File: src/rtl/sprite_sram_arbiter_if.sv
// Requester/SRAM-side bundle for sprite_sram_arbiter. The master side is the VGA top
// (AGUs plus SRAM read data); the slave side is the arbiter.
interface sprite_sram_arbiter_if #(
  parameter int N_REQ  = 4,
  parameter int ADDR_W = 18,
  parameter int DATA_W = 12
);
  logic [N_REQ-1:0]        req;
  logic [N_REQ-1:0]        req_lock;
  logic [N_REQ*ADDR_W-1:0] req_addr;
  logic [N_REQ-1:0]        gnt;
  logic                    sram_en;
  logic [ADDR_W-1:0]       sram_addr;
  logic [DATA_W-1:0]       sram_data;
  logic [N_REQ-1:0]        rd_valid;
  logic [DATA_W-1:0]       rd_data;

  modport master (
    output req, req_lock, req_addr, sram_data,
    input  gnt, sram_en, sram_addr, rd_valid, rd_data
  );

  modport slave (
    input  req, req_lock, req_addr, sram_data,
    output gnt, sram_en, sram_addr, rd_valid, rd_data
  );
endinterface

File: src/rtl/sprite_sram_arbiter.sv
// Round-robin SRAM read-port arbiter with bounded burst lock and read-latency tag pipeline.
// Optional macro ARB_PRIO0_EN: requester 0 (background AGU) gets strict priority.
module sprite_sram_arbiter #(
  parameter int N_REQ     = 4,
  parameter int ADDR_W    = 18,
  parameter int DATA_W    = 12,
  parameter int RD_LAT    = 1,
  parameter int MAX_BURST = 16
) (
  input  logic                 clk,
  input  logic                 reset_n,
  sprite_sram_arbiter_if.slave bus
);

  localparam int PTR_W = $clog2(N_REQ);
  localparam int CNT_W = (MAX_BURST > 1) ? $clog2(MAX_BURST) : 1;
  localparam logic [CNT_W-1:0] CNT_LAST = CNT_W'(MAX_BURST - 1);
  localparam logic [PTR_W-1:0] PTR_LAST = PTR_W'(N_REQ - 1);

  logic [PTR_W-1:0] rr_ptr;
  logic [PTR_W-1:0] owner;
  logic             owner_vld;
  logic [CNT_W-1:0] burst_cnt;

  logic             gnt_any;
  logic [PTR_W-1:0] gnt_idx;
  logic             lock_hold;
  logic             claim;
  logic             ptr_upd;
  logic [PTR_W-1:0] next_ptr;
  logic [N_REQ-1:0] gnt_vec;
  logic [N_REQ-1:0] tag [RD_LAT];

  // NOTE: every variable assigned here gets a default first, so no latch can be inferred.
  always_comb begin
    int idx;
    int base;
    idx       = 0;
    base      = 0;
    gnt_any   = 1'b0;
    gnt_idx   = '0;
    lock_hold = owner_vld && bus.req[owner] && bus.req_lock[owner] && (burst_cnt < CNT_LAST);
`ifdef ARB_PRIO0_EN
    if (bus.req[0]) begin
      gnt_any   = 1'b1;
      lock_hold = 1'b0;
    end else if (lock_hold) begin
      gnt_any = 1'b1;
      gnt_idx = owner;
    end else begin
      // Round-robin restricted to 1..N_REQ-1; a pointer of 0 behaves like 1.
      base = (rr_ptr == '0) ? 1 : int'(rr_ptr);
      for (int k = 0; k < N_REQ - 1; k++) begin
        idx = base + k;
        if (idx >= N_REQ) idx = idx - (N_REQ - 1);
        if (!gnt_any && bus.req[idx]) begin
          gnt_any = 1'b1;
          gnt_idx = PTR_W'(idx);
        end
      end
    end
    claim   = gnt_any && (gnt_idx != '0) && bus.req_lock[gnt_idx];
    ptr_upd = gnt_any && (gnt_idx != '0);
`else
    if (lock_hold) begin
      gnt_any = 1'b1;
      gnt_idx = owner;
    end else begin
      for (int k = 0; k < N_REQ; k++) begin
        idx = int'(rr_ptr) + k;
        if (idx >= N_REQ) idx = idx - N_REQ;
        if (!gnt_any && bus.req[idx]) begin
          gnt_any = 1'b1;
          gnt_idx = PTR_W'(idx);
        end
      end
    end
    claim   = gnt_any && bus.req_lock[gnt_idx];
    ptr_upd = gnt_any;
`endif
    next_ptr = (gnt_idx == PTR_LAST) ? '0 : gnt_idx + 1'b1;
    gnt_vec  = gnt_any ? (N_REQ'(1) << gnt_idx) : '0;
  end

  assign bus.gnt       = gnt_vec;
  assign bus.sram_en   = |bus.req;
  assign bus.sram_addr = gnt_any ? bus.req_addr[gnt_idx*ADDR_W +: ADDR_W] : '0;
  assign bus.rd_data   = DATA_W'(bus.sram_data);
  assign bus.rd_valid  = tag[RD_LAT-1];

  // NOTE: non-blocking assignments so every register samples the pre-edge values.
  always_ff @(posedge clk) begin
    if (!reset_n) begin
      rr_ptr    <= '0;
      owner     <= '0;
      owner_vld <= 1'b0;
      burst_cnt <= '0;
    end else if (gnt_any) begin
      if (ptr_upd) rr_ptr <= next_ptr;
      if (lock_hold) begin
        burst_cnt <= burst_cnt + 1'b1;
      end else if (claim) begin
        // Fresh lock, or a forced release re-won through round-robin: a new burst starts.
        owner     <= gnt_idx;
        owner_vld <= 1'b1;
        burst_cnt <= '0;
      end else begin
        owner     <= '0;
        owner_vld <= 1'b0;
        burst_cnt <= '0;
      end
    end
  end

  // NOTE: the tag shift register is explicitly reset so reads in flight at reset never report valid.
  always_ff @(posedge clk) begin
    if (!reset_n) begin
      for (int i = 0; i < RD_LAT; i++) tag[i] <= '0;
    end else begin
      tag[0] <= gnt_vec;
      for (int i = 1; i < RD_LAT; i++) tag[i] <= tag[i-1];
    end
  end

endmodule

File: src/flat_wrapper.sv
// flat-port wrapper written by rule: the top's interface ports become plain ports
module sprite_sram_arbiter_flat 
#(
  parameter int N_REQ     = 4,
  parameter int ADDR_W    = 18,
  parameter int DATA_W    = 12,
  parameter int RD_LAT    = 1,
  parameter int MAX_BURST = 16
)
  (clk, reset_n, bus_req, bus_req_lock, bus_req_addr, bus_sram_data, bus_gnt, bus_sram_en, bus_sram_addr, bus_rd_valid, bus_rd_data);
  sprite_sram_arbiter_if #(.N_REQ(N_REQ), .ADDR_W(ADDR_W), .DATA_W(DATA_W)) bus_i ();
  input  logic clk;
  input  logic reset_n;
  input wire logic [$bits(bus_i.req)-1:0] bus_req;
  input wire logic [$bits(bus_i.req_lock)-1:0] bus_req_lock;
  input wire logic [$bits(bus_i.req_addr)-1:0] bus_req_addr;
  input wire logic [$bits(bus_i.sram_data)-1:0] bus_sram_data;
  output wire logic [$bits(bus_i.gnt)-1:0] bus_gnt;
  output wire logic [$bits(bus_i.sram_en)-1:0] bus_sram_en;
  output wire logic [$bits(bus_i.sram_addr)-1:0] bus_sram_addr;
  output wire logic [$bits(bus_i.rd_valid)-1:0] bus_rd_valid;
  output wire logic [$bits(bus_i.rd_data)-1:0] bus_rd_data;
  assign bus_i.req = bus_req;
  assign bus_i.req_lock = bus_req_lock;
  assign bus_i.req_addr = bus_req_addr;
  assign bus_i.sram_data = bus_sram_data;
  assign bus_gnt = bus_i.gnt;
  assign bus_sram_en = bus_i.sram_en;
  assign bus_sram_addr = bus_i.sram_addr;
  assign bus_rd_valid = bus_i.rd_valid;
  assign bus_rd_data = bus_i.rd_data;
  sprite_sram_arbiter #(.N_REQ(N_REQ), .ADDR_W(ADDR_W), .DATA_W(DATA_W), .RD_LAT(RD_LAT), .MAX_BURST(MAX_BURST)) u_core (.clk(clk), .reset_n(reset_n), .bus(bus_i));
endmodule
File: config.mk
export PLATFORM = sky130hd
export DESIGN_NAME = sprite_sram_arbiter_flat
export DESIGN_NICKNAME = d
export VERILOG_FILES = /design/src/rtl/sprite_sram_arbiter_if.sv /design/src/rtl/sprite_sram_arbiter.sv /design/src/flat_wrapper.sv
export SDC_FILE = /design/constraint.sdc
export NUM_CORES = 1
export LEC_CHECK = 0
export ABC_CLOCK_PERIOD_IN_PS = 2700
export CAP_MARGIN = 20
export CORE_ASPECT_RATIO = 0.5
export CORE_UTILIZATION = 31
export DETAILED_ROUTE_END_ITERATION = 10
export GPL_ROUTABILITY_DRIVEN = 0
export GPL_TIMING_DRIVEN = 1
export PLACE_DENSITY = 0.81
export SLEW_MARGIN = 20
export SYNTH_ARGS = -nofsm -noshare
export SYNTH_HDL_FRONTEND = slang
export SYNTH_SLANG_ARGS = --single-unit
File: constraint.sdc
create_clock -name clk -period 2.7 [get_ports clk]
set_input_delay 0.54 -clock clk [delete_from_list [all_inputs] [get_ports clk]]
set_output_delay 0.54 -clock clk [all_outputs]
set_load 0.02 [all_outputs]
==> results.md <==
- Detailed Place HPWL: 4350 um
- Delay of the slowest cell on the worst path: between 0.3 and 0.4 ns
- Worst setup path startpoint: bus_req[0]
- Mean cell area of the mapped netlist: between 8 and 9 sq um
- Die width: 98.9 um
- Critical path launch point type: input pin
- Start point of the worst hold path: u_core.rr_ptr[1]
- Cells along the critical path: buf_6 -> a211o_1 -> o2111ai_4 -> a211oi_2 -> a31o_1 -> buf_12 -> inv_16 -> mux2i_2 -> o22ai_1 -> buf_4
- Depth of the CTS H-tree: 1
- Routed wire per std cell: 17.5 um
- Area taken by multi-input logic gates: about 1200 sq um
- Count of unresolved DRC violations after routing: 0
- Cell area power density: about 750 nW/um^2
- Shortest clock period the worst path allows after layout: about 2.8 ns
- Routed wire length: 6350 um
- Relative slew margins: 0.672
- Leading post-synthesis cells by cell area: sky130_fd_sc_hd__mux2i_1, sky130_fd_sc_hd__dfxtp_1, sky130_fd_sc_hd__o22ai_1
- Most common cell after layout, fill and taps aside: sky130_fd_sc_hd__clkdlybuf4s50_1
- Number of instances in the synthesized netlist: between 150 and 200
- RSZ-0062 raised after global routing: true
- Post-detailed-route count of antenna-violating nets: 0
- Largest net degree at the start of global routing: 19
- Overall Power: around 0.0023 W
- Static leakage: roughly 1.3 nW
- Area Overhead vs Synth: 108%
- Worst IR Drop VDD: 0.359 mV
- Placed Area: between 2000 and 3000 sq um
- Number of nets in the final layout: ~410
- Via-to-Cell Ratio: approximately 5.3
- Diode count: 0
- DP Cell Count: between 300 and 400
- Final Instance Area: 3030 sq um
- Master cell of the clock root buffer: sky130_fd_sc_hd__clkbuf_8
- Fraction of layout cells with a size suffix above 1: 0.353
- Number of unique standard cell types used by synthesis: 41
- Clock slew seen by the registers of the worst setup and hold paths: around 0.050 ns
- Crit path max-delay family: compound AO/OA/AOI/OAI gates
- Number of optimization iterations in the first detailed-route pass: 4
- Core ar.: 4450 sq um
- Commonest cells after routing, fill and taps aside: sky130_fd_sc_hd__clkdlybuf4s50_1, sky130_fd_sc_hd__buf_4, sky130_fd_sc_hd__mux2i_1, sky130_fd_sc_hd__o22ai_1, sky130_fd_sc_hd__nand2_1
- Slew at the pin closest to its max-slew limit: about 0.48 ns
- First-pass GRT wire length: between 9000 and 10000 um
- Total global-route track usage: 0.246
- Status: finished with violations
- Num Clock Sinks: 13
- Netlist Area Pre-Place: 1460 sq um
- Data required time at the worst endpoint: 2.16 ns
- Overflow left after global routing: 0
- Violated checks: negative setup slack
- Vias in the first global route: approximately 2000
- Maximum fanout encountered on the critical timing path: 10
- Data arrival time of the worst path: 2.23 ns
- TritonCTS clock tree: built
- Effective utilization at floorplan: 0.328
- Overall die height: 50.5 um
- Max-cap violations: 0
- Cell taking the most area after synthesis: sky130_fd_sc_hd__mux2i_1
- Buffer and inverter count on the worst path: 4
- Yosys Warn Count: 0
- CP max stage cell: sky130_fd_sc_hd__a211o_1
- Cts-stage hold buffer count: 0
- Vias after detailed routing: around 1900
- Ports: around 130
- Total negative slack: -0.325 ns
- Number of buffer cells added on primary ports: about 110
- Portion of synthesized cell area occupied by the leading cell type: 0.254
- Maximum clock frequency: about 360 MHz
- Hold/Removal Path Class: flop to flop
- Register area: approximately 270 sq um
- Clock Latency Late Sink: 0.24 ns
- Filler cells: 330
- WS Path Type: input pin to primary output
- Final hold slack: about 0.50 ns
- Number of violations reported at the end of detailed-routing iteration 0: 55
- Maximum count of clock buffers along a single path: 2
- Std cell rows: 17
- Number of synthesized register bits: 13
- RR Startpoint: u_core.rr_ptr[0]
- Setup violations, final: 13
- Final-report max-slew violation count: 0
- Layout Cells excl Fill: ~360
- Kind of end point of the critical path: primary output
- Cts bufs inserted: 3
- Syn Nets: roughly 270
- Final hold viol count: 0
- DIE AREA: roughly 5000 sq um
- Post-route setup slack: -0.0716 ns
- Share of the clock period used by the worst path after layout: 1.03
- Final clock skew: about 0.0069 ns
- Antenna violations before repair: 0
- Sequential element share of the synthesized area: 0.179
[cells in the mapped netlist]
cell / number
sky130_fd_sc_hd__a2111oi_0: 1
sky130_fd_sc_hd__a211o_1: 2
sky130_fd_sc_hd__a211oi_1: 1
sky130_fd_sc_hd__a21o_1: 1
sky130_fd_sc_hd__a21oi_1: 5
sky130_fd_sc_hd__a22oi_1: 1
sky130_fd_sc_hd__a311oi_1: 3
sky130_fd_sc_hd__a31o_1: 1
sky130_fd_sc_hd__a31oi_1: 1
sky130_fd_sc_hd__a41oi_1: 1
sky130_fd_sc_hd__and2_0: 1
sky130_fd_sc_hd__and2_1: 5
sky130_fd_sc_hd__and3_1: 6
sky130_fd_sc_hd__buf_12: 3
sky130_fd_sc_hd__buf_4: 12
sky130_fd_sc_hd__buf_6: 2
sky130_fd_sc_hd__clkbuf_1: 4
sky130_fd_sc_hd__dfxtp_1: 13
sky130_fd_sc_hd__ha_1: 5
sky130_fd_sc_hd__inv_1: 3
sky130_fd_sc_hd__inv_12: 1
sky130_fd_sc_hd__inv_2: 1
sky130_fd_sc_hd__mux2_1: 1
sky130_fd_sc_hd__mux2i_1: 37
sky130_fd_sc_hd__nand2_1: 12
sky130_fd_sc_hd__nand2b_1: 1
sky130_fd_sc_hd__nand3_1: 3
sky130_fd_sc_hd__nand3b_1: 1
sky130_fd_sc_hd__nand4_1: 1
sky130_fd_sc_hd__nor2_1: 5
sky130_fd_sc_hd__nor2b_1: 4
sky130_fd_sc_hd__nor4_1: 1
sky130_fd_sc_hd__o2111ai_2: 1
sky130_fd_sc_hd__o211ai_1: 1
sky130_fd_sc_hd__o21a_1: 1
sky130_fd_sc_hd__o21ai_0: 4
sky130_fd_sc_hd__o21bai_1: 1
sky130_fd_sc_hd__o22a_1: 1
sky130_fd_sc_hd__o22ai_1: 18
sky130_fd_sc_hd__o2bb2ai_1: 1
sky130_fd_sc_hd__o41ai_2: 1
[repair_timing]
action,4_1_cts,5_1_grt
cloned,5,0
pin swaps,10,10
setup endpoints to repair,23,23
setup buffers,5,2
gates resized for setup,167,34
hold endpoints to repair,0,0
[metrics by stage]
step,utilization,setup WS (ns)
after detailed placement,0.607,-0.907
after CTS,0.649,0.0000975
after floorplan,-,0.0536
final,0.682,-0.0716
after global placement,0.607,-0.846
after global routing,0.682,-0.110
[power breakdown]
| part | switching, W | internal, W | total [W] |
|---|---|---|---|
| sequential | 0.0000304 | 0.000229 | 0.000259 |
| clock | 0.0000714 | 0.000104 | 0.000176 |
| combinational | 0.000924 | 0.000906 | 0.00183 |
| total | 0.00103 | 0.00124 | 0.00226 |
[tightest hold or removal path, delay by kind of cell, from the launching register on]
family          cells  cell delay (ns)
simple gates        1             0.07
flops               1             0.34
compound gates      1             0.05
[per-layer routing]
metal | vias to the layer above | routed length (um) | GRT usage
li1 | 912 | - | -
met1 | 899 | 2460 | 0.266
met2 | 84 | 3300 | 0.486
met3 | 18 | 417 | 0.0474
met4 | 0 | 166 | 0.0846
met5 | - | 0 | 0
[state kept, by name, indices dropped and copies added, names as in the netlist]
| name | cells |
|---|---|
| u_core.tag | 4 |
| u_core.owner | 2 |
| u_core.burst_cnt | 4 |
| u_core.owner_vld | 1 |
| u_core.rr_ptr | 2 |
[cell type report]
| type | count | share of cell area |
|---|---|---|
| clock buffer | 4 | 0.0149 |
| sequential | 13 | 0.0879 |
| tap | 57 | 0.0235 |
| multi-input combinational | 129 | 0.383 |
| timing repair inverter | 5 | 0.0239 |
| timing repair buffer | 150 | 0.455 |
| inverter | 5 | 0.0116 |
[logic make-up after synthesis]
logic type | Yosys count | synth area share
AO/OA/AOI/OAI | 46 | 0.225
AND/OR/NAND/NOR | 40 | 0.141
multiplexers | 38 | 0.262
buffers and inverters | 26 | 0.150
flip-flops | 13 | 0.179
adder cells (fa/ha/maj) | 5 | 0.0430
[path summary, 6_finish.rpt]
path	to	slack [ns]	depth (start not counted)
max	bus_sram_addr[6]	-0.07	10
min	u_core.rr_ptr[1]	0.50	2
max reg2reg	u_core.owner_vld	0.56	8
min reg2reg	u_core.rr_ptr[1]	0.50	2
Note: power is estimated with default switching activity, not from simulation.
